`src/rtl/uart_rx_frame_if.sv`:
```
// Byte delivery channel between the UART receiver and its consumer.
interface uart_rx_frame_if #(
    parameter int unsigned DATA_BITS = 8
);
    logic [DATA_BITS-1:0] data;
    logic                 valid;
    logic                 ready;

    modport master (output data, output valid, input ready);
    modport slave  (input data, input valid, output ready);
endinterface

```
`src/rtl/uart_rx_frame.sv`:
```
// Oversampling UART receiver: 4 ticks per bit, majority vote of phases 1..3,
// framing/parity/break/overrun reporting, one-entry valid/ready holding register.
module uart_rx_frame #(
    parameter int unsigned DATA_BITS = 8,
    parameter int unsigned PARITY    = 0,
    parameter int unsigned SYNC_LEN  = 2
) (
    input  logic            clk_48,
    input  logic            reset,
    input  logic            baud_x4_i,
    input  logic            serial_i,
    uart_rx_frame_if.master byte_if,
    output logic            framing_error_o,
    output logic            parity_error_o,
    output logic            break_det_o,
    output logic            overrun_o,
    input  logic            clear_err_i
);
    localparam int unsigned CNT_W = $clog2(DATA_BITS);

    typedef enum logic [2:0] {
        ST_IDLE, ST_START, ST_DATA, ST_PARITY, ST_STOP, ST_BRKWAIT
    } state_t;

    state_t               state_q, state_d;
    logic [SYNC_LEN-1:0]  sync_q;
    logic [1:0]           phase_q, phase_d;
    logic [1:0]           ones_q, ones_d;
    logic [CNT_W-1:0]     bit_cnt_q, bit_cnt_d;
    logic [DATA_BITS-1:0] shift_q, shift_d;
    logic                 par_err_q, par_err_d;
    logic [DATA_BITS-1:0] data_q, data_d;
    logic                 valid_q, valid_d;
    logic                 overrun_q, overrun_d;
    logic                 fe_q, fe_d;
    logic                 pe_q, pe_d;
    logic                 brk_q, brk_d;

    logic line_c;
    logic vote_c;
    logic exp_par_c;
    logic deliver_c;
    logic take_c;
    logic overrun_set_c;

    assign line_c    = sync_q[SYNC_LEN-1];
    // Two of three samples high; the third sample is the current line value.
    assign vote_c    = (ones_q == 2'd2) || ((ones_q == 2'd1) && line_c);
    assign exp_par_c = (PARITY == 2) ? ~(^shift_q) : (^shift_q);
    assign take_c    = valid_q && byte_if.ready;

    // State and datapath registers, synchronous reset.
    always_ff @(posedge clk_48) begin
        if (reset) begin
            state_q   <= ST_IDLE;
            sync_q    <= '1;
            phase_q   <= 2'd0;
            ones_q    <= 2'd0;
            bit_cnt_q <= '0;
            shift_q   <= '0;
            par_err_q <= 1'b0;
            data_q    <= '0;
            valid_q   <= 1'b0;
            overrun_q <= 1'b0;
            fe_q      <= 1'b0;
            pe_q      <= 1'b0;
            brk_q     <= 1'b0;
        end else begin
            state_q   <= state_d;
            sync_q    <= {sync_q[SYNC_LEN-2:0], serial_i};
            phase_q   <= phase_d;
            ones_q    <= ones_d;
            bit_cnt_q <= bit_cnt_d;
            shift_q   <= shift_d;
            par_err_q <= par_err_d;
            data_q    <= data_d;
            valid_q   <= valid_d;
            overrun_q <= overrun_d;
            fe_q      <= fe_d;
            pe_q      <= pe_d;
            brk_q     <= brk_d;
        end
    end

    // Next-state: tick-driven frame FSM plus the always-running output handshake.
    always_comb begin
        state_d       = state_q;
        phase_d       = phase_q;
        ones_d        = ones_q;
        bit_cnt_d     = bit_cnt_q;
        shift_d       = shift_q;
        par_err_d     = par_err_q;
        data_d        = data_q;
        valid_d       = valid_q;
        overrun_d     = overrun_q;
        fe_d          = 1'b0;
        pe_d          = 1'b0;
        brk_d         = 1'b0;
        deliver_c     = 1'b0;
        overrun_set_c = 1'b0;

        if (baud_x4_i) begin
            if (state_q == ST_IDLE) begin
                // This tick is phase 0 of the start bit.
                if (!line_c) begin
                    state_d = ST_START;
                    phase_d = 2'd1;
                    ones_d  = 2'd0;
                end
            end else if (state_q == ST_BRKWAIT) begin
                if (line_c) begin
                    state_d = ST_IDLE;
                end
            end else begin
                phase_d = phase_q + 2'd1;
                if ((phase_q == 2'd1) || (phase_q == 2'd2)) begin
                    ones_d = ones_q + {1'b0, line_c};
                end else if (phase_q == 2'd3) begin
                    ones_d = 2'd0;
                    case (state_q)
                        ST_START: begin
                            if (vote_c) begin
                                state_d = ST_IDLE;
                            end else begin
                                state_d   = ST_DATA;
                                bit_cnt_d = '0;
                                par_err_d = 1'b0;
                            end
                        end
                        ST_DATA: begin
                            shift_d   = {vote_c, shift_q[DATA_BITS-1:1]};
                            bit_cnt_d = bit_cnt_q + CNT_W'(1);
                            if (bit_cnt_q == CNT_W'(DATA_BITS - 1)) begin
                                state_d = (PARITY != 0) ? ST_PARITY : ST_STOP;
                            end
                        end
                        ST_PARITY: begin
                            par_err_d = (vote_c != exp_par_c);
                            state_d   = ST_STOP;
                        end
                        ST_STOP: begin
                            state_d = ST_IDLE;
                            if (!vote_c) begin
                                if (shift_q == '0) begin
                                    brk_d   = 1'b1;
                                    state_d = ST_BRKWAIT;
                                end else begin
                                    fe_d = 1'b1;
                                end
                            end else if (par_err_q) begin
                                pe_d = 1'b1;
                            end else begin
                                deliver_c = 1'b1;
                            end
                        end
                        default: state_d = ST_IDLE;
                    endcase
                end
            end
        end

        if (deliver_c) begin
            if (!valid_q || take_c) begin
                data_d  = shift_q;
                valid_d = 1'b1;
            end else begin
                overrun_set_c = 1'b1;
            end
        end else if (take_c) begin
            valid_d = 1'b0;
        end

        if (overrun_set_c) begin
            overrun_d = 1'b1;
        end else if (clear_err_i) begin
            overrun_d = 1'b0;
        end
    end

    assign byte_if.data    = data_q;
    assign byte_if.valid   = valid_q;
    assign framing_error_o = fe_q;
    assign parity_error_o  = pe_q;
    assign break_det_o     = brk_q;
    assign overrun_o       = overrun_q;
endmodule
```
`src/flat_wrapper.sv`:
```
// flat-port wrapper written by rule: the top's interface ports become plain ports
module uart_rx_frame_flat 
#(
    parameter int unsigned DATA_BITS = 8,
    parameter int unsigned PARITY    = 0,
    parameter int unsigned SYNC_LEN  = 2
)
  (clk_48, reset, baud_x4_i, serial_i, framing_error_o, parity_error_o, break_det_o, overrun_o, clear_err_i, byte_if_data, byte_if_valid, byte_if_ready);
  uart_rx_frame_if #(.DATA_BITS(DATA_BITS)) byte_if_i ();
  input  logic clk_48;
  input  logic reset;
  input  logic baud_x4_i;
  input  logic serial_i;
  output logic framing_error_o;
  output logic parity_error_o;
  output logic break_det_o;
  output logic overrun_o;
  input  logic clear_err_i;
  output wire logic [$bits(byte_if_i.data)-1:0] byte_if_data;
  output wire logic [$bits(byte_if_i.valid)-1:0] byte_if_valid;
  input wire logic [$bits(byte_if_i.ready)-1:0] byte_if_ready;
  assign byte_if_data = byte_if_i.data;
  assign byte_if_valid = byte_if_i.valid;
  assign byte_if_i.ready = byte_if_ready;
  uart_rx_frame #(.DATA_BITS(DATA_BITS), .PARITY(PARITY), .SYNC_LEN(SYNC_LEN)) u_core (.clk_48(clk_48), .reset(reset), .baud_x4_i(baud_x4_i), .serial_i(serial_i), .byte_if(byte_if_i), .framing_error_o(framing_error_o), .parity_error_o(parity_error_o), .break_det_o(break_det_o), .overrun_o(overrun_o), .clear_err_i(clear_err_i));
endmodule
```
`config.mk`:
```
export PLATFORM = sky130hd
export DESIGN_NAME = uart_rx_frame_flat
export DESIGN_NICKNAME = d
export VERILOG_FILES = /design/src/rtl/uart_rx_frame_if.sv /design/src/rtl/uart_rx_frame.sv /design/src/flat_wrapper.sv
export SDC_FILE = /design/constraint.sdc
export NUM_CORES = 1
export LEC_CHECK = 0
export BUFFER_PORTS_ARGS = -buffer_cell sky130_fd_sc_hd__buf_2
export CORE_UTILIZATION = 49
export CTS_CLUSTER_DIAMETER = 200
export DETAILED_ROUTE_END_ITERATION = 16
export GPL_ROUTABILITY_DRIVEN = 0
export PLACE_DENSITY = 0.72
export SETUP_SLACK_MARGIN = 0.4
export SYNTH_ARGS = -nofsm -noshare
export SYNTH_HDL_FRONTEND = slang
export SYNTH_SLANG_ARGS = --single-unit
```
`constraint.sdc`:
```
create_clock -name clk_48 -period 3.75 [get_ports clk_48]
set_input_delay 0.375 -clock clk_48 [delete_from_list [all_inputs] [get_ports clk_48]]
set_output_delay 0.375 -clock clk_48 [all_outputs]
set_load 0.05 [all_outputs]
```
==> results of run 1 <==
[through the flow]
stage	worst slack (ns)	area [um2]	hold slack [ns]	total power [W]	utilization [%]
CTS	1.11	1780	0.202	0.000597	57.7
floorplan	1.38	1620	0.389	0.000402	-
global placement	1.23	1730	0.402	0.000409	56.2
detailed placement	1.15	1730	0.406	0.000412	56.2
global route	0.959	1780	0.198	0.000619	57.7
finish	1.14	1780	0.221	0.000588	57.7
[cells by family (layout without fill, tap and decap cells)]
kind of cell             after synthesis  count (layout)
AO/OA/AOI/OAI                         28              28
XOR/XNOR                               4               4
adder cells (fa/ha/maj)                9               9
buffers and inverters                 21              38
flip-flops                            34              34
multiplexers                          18              18
AND/OR/NAND/NOR                       67              67
[synth_stat cells (all sizes together), types with 2 or more instances]
cell type	count
a22o	2
o21ai	7
nor3	4
or3	2
xnor2	4
nand2	11
o211ai	2
and2	2
dfxtp	34
nor4	2
inv	13
a31oi	2
clkbuf	7
a211oi	3
or2	2
nand4	4
mux2i	17
ha	9
nor2	27
nor2b	6
nand2b	4
o21a	2
a21oi	6
[routing by layer]
layer,up-vias,GRT usage [%]
li1,650,-
met1,587,22.1
met2,24,37.2
met3,6,5.90
met4,0,9.86
met5,-,0
[final cells by class]
type	instances	area share, %
clock inverters	2	0.563
inverters	13	2.75
multi-input cells	126	48.1
clock buffers	5	2.11
well taps	44	3.10
repair buffers	18	5.07
flip-flops and latches	34	38.3
[cell usage in the layout (no fill, tap or decap), types with 3 or more instances in the layout]
master	netlist	routed
dfxtp_1	34	34
mux2i_1	17	17
nand4_1	4	4
nor2_1	27	27
o21ai_0	6	6
nand2_1	11	11
inv_1	13	13
clkbuf_4	0	5
nor2b_1	6	6
nor3_1	4	4
buf_2	1	18
nand2b_1	3	3
a21oi_1	6	6
xnor2_1	4	4
ha_1	9	9
a211oi_1	3	3
[final timing paths]
| kind | startpoint | endpoint | slack (ns) | cells after the start |
|---|---|---|---|---|
| hold reg to reg | u_core.sync_q[0] | u_core.sync_q[1] | 0.43 | 1 |
| setup / recovery | u_core.phase_q[0] | u_core.byte_if.data[6] | 1.14 | 7 |
| setup reg to reg | u_core.phase_q[0] | u_core.byte_if.data[6] | 1.14 | 7 |
| hold / removal | serial_i | u_core.sync_q[0] | 0.22 | 2 |
[flip-flops by register name (all words and copies together) (netlist names)]
| signal | count |
|---|---|
| u_core.shift_q | 8 |
| u_core.byte_if.data | 8 |
| u_core.bit_cnt_q | 3 |
| u_core.break_det_o | 1 |
| u_core.overrun_o | 1 |
| u_core.ones_q | 2 |
| u_core.par_err_q | 1 |
| u_core.state_q | 3 |
| u_core.sync_q | 2 |
| u_core.phase_q | 2 |
| u_core.framing_error_o | 1 |
| u_core.byte_if.valid | 1 |
| u_core.parity_error_o | 1 |
[power groups by stage]
| stage | Sequential, W | Clock [W] | Combinational [W] |
|---|---|---|---|
| after floorplan | 0.000374 | 0 | 0.0000276 |
| after CTS | 0.000369 | 0.000194 | 0.0000346 |
| final | 0.000369 | 0.000185 | 0.0000345 |
| after global placement | 0.000377 | 0 | 0.0000325 |
| after detailed placement | 0.000377 | 0 | 0.0000345 |
| after global routing | 0.000370 | 0.000211 | 0.0000390 |
==> reports/metrics.cfg, run 1 <==
[power_and_ir_drop]
power_density_nw_per_um2 = 331
combPwrFrac_pct = 5.9
p_seq_share_pct = 62.7
ir_drop_mv = 0.197
switching_share_pct = 24.4
clkPwrFrac_pct = 31.4
p_switching_w = 0.000143
power_leakage_nw = 0.755
p_int_w = 0.000445

[yosys]
syn_area_um2 = 1620
synth_area_per_cell_um2 = 8.92
synth-adder-area-share_pct = 6.97
ys_seq_area_share_pct = 42.1
synth_cells = 181
yosys.area.top_type = dfxtp_1
netlist.area_leader.share_pct = 42.1
syn_nets = 196
synth_xor_area_share_pct = 2.17
synth_cell_type_count = 35
ys_async_sr_fraction_pct = 0
synth_edf_count = 0
synthFlopType = dfxtp_1
ys_warn_count = 0
muxShareOfSynthArea_pct = 11.2
synth_compound_area_share_pct = 11.2
synth-simple-area-share_pct = 21.4
synth_area_leaders = dfxtp_1, mux2i_1, ha_1
synth_seq_cells = 34
synth_top_family_by_area = simple AND/OR/NAND/NOR gates

[placed_design]
port_buffers = 18
dp_hpwl_um = 2240
place_inst = 235

[clock_network]
cts_buffer_depth = 2
cts_setup_buffers = 0
cts_hold_buffers = 0
clk-insertion-delay-late_ns = 0.33
cts.clk_slew.worst_paths_ns = 0.11
ctsHtreeMaxLevel = 2
cts_resized = 0
cts_inserted_buffers = 5
cts_root_buf = clkbuf_4
cts_sinks = 34
tritoncts = yes

[drt]
drtIter0Drc = 72
antenna_left = 0
dr.pass1.iters = 4
wl_per_cell_um = 12.5
wl_met3_um = 108
wl_met2_um = 1550
drc = 0
vias = 1267
top_layer_used = met4
drt-vias-per-instance = 5.24
wirelength_um = 3030
m1WireLength_um = 1320

[worst_setup_path]
cp_cell_sequence = inv_1, ha_1, nand2b_4, or4_1, nor4_4, mux2i_1, nor2_1
setup.worst_path.class = reg -> reg
path_buf_inv = 1
path_max_fanout = 8
crit_family = simple AND/OR/NAND/NOR gates
critPathSlowestCell = nor4_4
arrival_ns = 2.81
max_stage_delay_ns = 0.62
critPathRequiredTime_ns = 3.95
end_kind = register
worst_setup_path_start_kind = register

[sta]
hold_viol_final = 0
max_freq_mhz = 383
rsz0062_at_grt = no
worstMarginPinSlew_ns = 0.672
slew_viol_final = 0
tns_ns = 0
finalCritPeriodShare_pct = 69.7
setup_viol = 0
max_slew_margin_pct = 54.9
fin_worst_skew_ns = 0.0115
min_period_ns = 2.61

[layout]
seq_area_um2 = 681
multi_input_area_um2 = 855
syn2layout_area_growth_pct = 9.99
nNetsFinal = 213
drive_above_1_share_pct = 15.2
antennaDiodeCount = 0
stdcell_count = 242
fillers = 292

[run_status]
outcome = finished, final reports clean

[floorplan]
start_util_pct = 52.5
coreArea_um2 = 3080
top_level_ports = 19
die-height_um = 59.4
fp-row-count = 20
die_x_um = 59.4
die-area_um2 = 3530

[min_path]
hold_class = in -> reg

[grt]
gr-total-overflow = 0
grt_max_degree = 35
antenna_found_initial = 0
grt_pass1_vias = 1252
grt_pass1_wl_um = 5330
grt_usage_pct = 20.7

[run]
drv_cap = 0

Note: power is estimated with default switching activity, not from simulation.
==> run 2, diff against run 1 <==
==> constraint.sdc (replaced) <==
create_clock -name clk_48 -period 2.7 [get_ports clk_48]
set_input_delay 0.27 -clock clk_48 [delete_from_list [all_inputs] [get_ports clk_48]]
set_output_delay 0.27 -clock clk_48 [all_outputs]
set_load 0.05 [all_outputs]
==> run 2 against run 1 <==
Against the previous run:
- design area increased by 4.1%
- combinational power increased by 48%
- cell count increased by 1.7%
- sequential share of layout area decreased by 1.4 points
- critical path depth increased by 1
- largest power group unchanged
==> reports/metrics.cfg, run 2 (synthesized netlist as in run 1, its figures left out) <==
[floorplan]
start_util_pct = 52.5
fp-row-count = 20
die-area_um2 = 3530
top_level_ports = 19
coreArea_um2 = 3080
die_x_um = 59.4
die-height_um = 59.4

[grt]
grt_max_degree = 35
gr-total-overflow = 0
grt_pass1_wl_um = 5250
antenna_found_initial = 0
grt_usage_pct = 20.9
grt_pass1_vias = 1216

[clock_network]
cts.clk_slew.worst_paths_ns = 0.10
cts_inserted_buffers = 5
clk-insertion-delay-late_ns = 0.35
cts_buffer_depth = 2
cts_setup_buffers = 0
cts_hold_buffers = 0
ctsHtreeMaxLevel = 2
tritoncts = yes
cts_root_buf = clkbuf_4
cts_sinks = 34
cts_resized = 0

[drt]
vias = 1292
wl_per_cell_um = 13.0
antenna_left = 0
dr.pass1.iters = 4
wirelength_um = 3210
drtIter0Drc = 75
drc = 0
drt-vias-per-instance = 5.25

[run_status]
outcome = finished, final reports clean

[sta]
max_slew_margin_pct = 60.4
rsz0062_at_grt = no
hold_viol_final = 0
min_period_ns = 2.14
worstMarginPinSlew_ns = 0.595
setup_viol = 0
finalCritPeriodShare_pct = 79.2
fin_worst_skew_ns = 0.0103
slew_viol_final = 0
tns_ns = 0
max_freq_mhz = 468
hold_slack_ns = 0.102

[worst_setup_path]
critPathRequiredTime_ns = 2.92
path_max_fanout = 8
r2r_cells = 8
regToRegSetupSlack_ns = 0.56
end_kind = register
setup.worst_path.class = reg -> reg
worst_setup_path_start_kind = register
arrival_ns = 2.35
r2r-end = u_core.byte_if.data[0]
r2r_start = u_core.phase_q[1]

[layout]
mostFrequentLayoutCells = dfxtp_1, nor2_1, buf_2
antennaDiodeCount = 0
drive_above_1_share_pct = 18.8
multi_input_area_um2 = 871
syn2layout_area_growth_pct = 14.5
seq_area_um2 = 683
layout.cells.most_common = dfxtp_1
nNetsFinal = 216
final_core_util_pct = 60.1
fillers = 286

[power_and_ir_drop]
switching_share_pct = 22.7
ir_drop_mv = 0.366
power_leakage_nw = 0.783
p_switching_w = 0.000212
power_density_nw_per_um2 = 506
finalPower_w = 0.000936
p_seq_share_pct = 54.8
clkPwrFrac_pct = 39.7
p_int_w = 0.000724
combPwrFrac_pct = 5.5

[placed_design]
dp_hpwl_um = 2280
port_buffers = 18

[min_path]
hold_end = u_core.sync_q[0]
hp-start = serial_i
hold_class = in -> reg
min_path_cells = 2

[run]
drv_cap = 0

-- run 2: how the worst max path moves through the flow --
stage	startpoint	end	slack (ns)	cells past startpoint
2_1_floorplan	u_core.phase_q[1]	u_core.byte_if.data[0]	0.44	8
3_3_place_gp	u_core.phase_q[1]	u_core.byte_if.data[0]	0.59	8
3_5_place_dp	u_core.phase_q[1]	u_core.byte_if.data[6]	0.54	8
4_1_cts	u_core.phase_q[1]	u_core.byte_if.data[6]	0.52	8
5_1_grt	u_core.phase_q[1]	u_core.byte_if.data[3]	0.43	8
6_report	u_core.phase_q[1]	u_core.byte_if.data[0]	0.56	8
-- run 2: per-layer routing --
layer,vias up,track usage (%),routed length (um)
met3,6,7.64,148
met5,-,0,0
met2,27,35.3,1620
li1,653,-,-
met4,0,11.2,58
met1,606,22.7,1380
-- run 2: worst max-delay path, cell delays in order (launching register included) --
cell and delay (ns):
dfxtp_2 0.36, inv_2 0.05, ha_4 0.24, nand2b_4 0.15
or4_4 0.46, nor4_4 0.30, buf_6 0.19, mux2i_1 0.19
nor2_1 0.07
-- run 2: power by group through the flow --
stage               Clock (W)  Sequential [W]  Combinational (W)
floorplan                   0        0.000520          0.0000405
global placement            0        0.000524          0.0000478
detailed placement          0        0.000524          0.0000502
CTS                  0.000380        0.000513          0.0000504
global route         0.000402        0.000514          0.0000571
finish               0.000372        0.000513          0.0000510
-- run 2: area by class of cell --
cell class / count / share of cell area, %
tap: 44 / 2.98
clock buffer: 7 / 2.44
sequential: 34 / 36.9
timing repair buffer: 21 / 6.29
inverter: 13 / 2.64
clock inverter: 1 / 1.62
multi-input combinational: 126 / 47.1
-- run 2: stage by stage --
stage	area (um2)	setup WS, ns	cells
floorplan	1640	0.436	181
global placement	1770	0.589	238
detailed placement	1770	0.535	238
CTS	1850	0.519	246
global route	1850	0.428	246
finish	1850	0.562	246
==> run 3, diff against run 2 <==
--- a/config.mk
+++ b/config.mk
@@ -10,7 +10,7 @@
 export CTS_CLUSTER_DIAMETER = 200
 export DETAILED_ROUTE_END_ITERATION = 16
 export GPL_ROUTABILITY_DRIVEN = 0
-export PLACE_DENSITY = 0.72
+export PLACE_DENSITY = 0.75
 export SETUP_SLACK_MARGIN = 0.4
 export SYNTH_ARGS = -nofsm -noshare
 export SYNTH_HDL_FRONTEND = slang
==> constraint.sdc (replaced) <==
create_clock -name clk_48 -period 1.8 [get_ports clk_48]
set_input_delay 0.18 -clock clk_48 [delete_from_list [all_inputs] [get_ports clk_48]]
set_output_delay 0.18 -clock clk_48 [all_outputs]
set_load 0.05 [all_outputs]
==> run 3 against run 2 <==
Against the previous run:
- the flow now finishes with violations (setup timing)
- flip-flop and latch count is the same
- fmax grew 9.5%
- count of clock-buffer cells in the layout shrank 1
- first-iteration DRC count grew 24%
- worst setup slack lost 0.71 ns
- sequential share of layout area shrank 3.4 points
- critical path depth is the same
- utilization grew 6.2 points
- register-to-register slack lost 0.71 ns
- critical path type unchanged
- largest cell class unchanged
- highest routed layer unchanged
==> reports/metrics.cfg, run 3 (synthesized netlist as in run 1, its figures left out) <==
[drt]
dr.pass1.iters = 4
vias = 1402
drt-vias-per-instance = 5.37
drtIter0Drc = 93
drc = 0
antenna_left = 0
wirelength_um = 3500
wl_per_cell_um = 13.4

[sta]
fin_worst_skew_ns = 0.0118
worstMarginPinSlew_ns = 0.589
slew_viol_final = 0
hold_viol_final = 0
setup_viol = 23
setup_ws_ns = -0.153
min_period_ns = 1.95
finalCritPeriodShare_pct = 108
max_slew_margin_pct = 60.8
max_freq_mhz = 512
rsz0062_at_grt = yes

[layout]
multi_input_area_um2 = 908
stdcell_count = 261
syn2layout_area_growth_pct = 26.3
mostFrequentLayoutCells = dfxtp_1, nor2_1, buf_2
fillers = 253
layout.cells.most_common = dfxtp_1
finalInstanceArea_um2 = 2040
antennaDiodeCount = 0
nNetsFinal = 232
drive_above_1_share_pct = 28.6
seq_area_um2 = 684

[min_path]
hold_class = in -> reg

[worst_setup_path]
path_max_fanout = 8
worst_setup_path_start_kind = register
crit_family = simple AND/OR/NAND/NOR gates
arrival_ns = 2.15
critPathSlowestCell = or4_4
cp_cell_sequence = inv_2, ha_4, nand2b_4, or4_4, nor4_4, buf_6, mux2i_1, nor2_1
setup.worst_path.class = reg -> reg
critPathRequiredTime_ns = 2.00
end_kind = register
max_stage_delay_ns = 0.43
path_buf_inv = 2

[grt]
grt.busiest_layer = met2
grtUsageMet2_pct = 40.9
gr-total-overflow = 0
use_met1_pct = 25.6
met3_usage_pct = 7.86
grt_pass1_wl_um = 5990
grt_usage_pct = 23.4
grt_max_degree = 35
antenna_found_initial = 0
grt_pass1_vias = 1379

[run_status]
violations = setup timing
outcome = complete, but fails checks

[floorplan]
top_level_ports = 19
coreArea_um2 = 3080
die-height_um = 59.4
start_util_pct = 52.5
fp-row-count = 20
die-area_um2 = 3530
die_x_um = 59.4

[placed_design]
port_buffers = 18
place_inst = 247
dpl_cell_area_um2 = 1840
dp_hpwl_um = 2390

[run]
drv_cap = 0

[clock_network]
ctsHtreeMaxLevel = 2
cts_hold_buffers = 0
tritoncts = yes
cts.clk_slew.worst_paths_ns = 0.11
cts_sinks = 34
cts_root_buf = clkbuf_4
cts_buffer_depth = 2
cts_inserted_buffers = 5
clk-insertion-delay-late_ns = 0.34

[power_and_ir_drop]
ir_drop_mv = 0.403
power_leakage_nw = 0.880
power_density_nw_per_um2 = 711

[run 3: cell types whose count changed in the layout (fill, tap and decap cells not counted), sizes merged]
cell    change
buf        +16
clkbuf      -1
[run 3: report_power, final]
part	total [W]	switching (W)	internal, W	leakage [nW]
Clock	0.000580	0.000257	0.000323	0.0443
Sequential	0.000763	0.00000439	0.000759	0.275
Combinational	0.000108	0.0000581	0.0000496	0.561
Total	0.00145	0.000319	0.00113	0.880
[run 3: metal layers]
metal	vias to the layer above	routed length, um
met1	658	1420
met3	11	158
li1	688	-
met4	0	108
met2	45	1810
met5	-	0
[run 3: worst paths after layout]
check	startpoint	endpoint	slack [ns]	depth (start not counted)
worst max-delay path	u_core.phase_q[0]	u_core.byte_if.data[0]	-0.15	8
worst min-delay path	serial_i	u_core.sync_q[0]	0.01	2
worst max register to register	u_core.phase_q[0]	u_core.byte_if.data[0]	-0.15	8
worst min register to register	u_core.sync_q[0]	u_core.sync_q[1]	0.42	1
[run 3: stage by stage]
| stage | utilization (%) | setup TNS, ns | setup WS [ns] | total power, W | hold WS, ns |
|---|---|---|---|---|---|
| 2_1_floorplan | - | -3.73 | -0.464 | 0.000841 | 0.284 |
| 3_5_place_dp | 59.7 | -2.17 | -0.295 | 0.000871 | 0.365 |
| 5_1_grt | 66.3 | -4.18 | -0.219 | 0.00151 | 0.00763 |
| 3_3_place_gp | 59.7 | -1.80 | -0.235 | 0.000865 | 0.363 |
| 4_1_cts | 64.6 | -1.03 | -0.168 | 0.00146 | 0.00260 |
| 6_report | 66.3 | -1.99 | -0.153 | 0.00145 | 0.0100 |
[run 3: layout make-up]
class | instances | share of cell area (%)
inverters | 13 | 2.39
well taps | 44 | 2.70
flip-flops and latches | 34 | 33.5
repair buffers | 37 | 12.9
multi-input cells | 126 | 44.5
clock inverters | 1 | 1.47
clock buffers | 6 | 2.51
[run 3: repair_timing]
item	in CTS	in global routing
hold endpoints to repair	0	0
gates cloned	0	1
buffers inserted	5	1
pin swaps	7	5
resized for setup	8	12
endpoints found under the setup margin	32	32
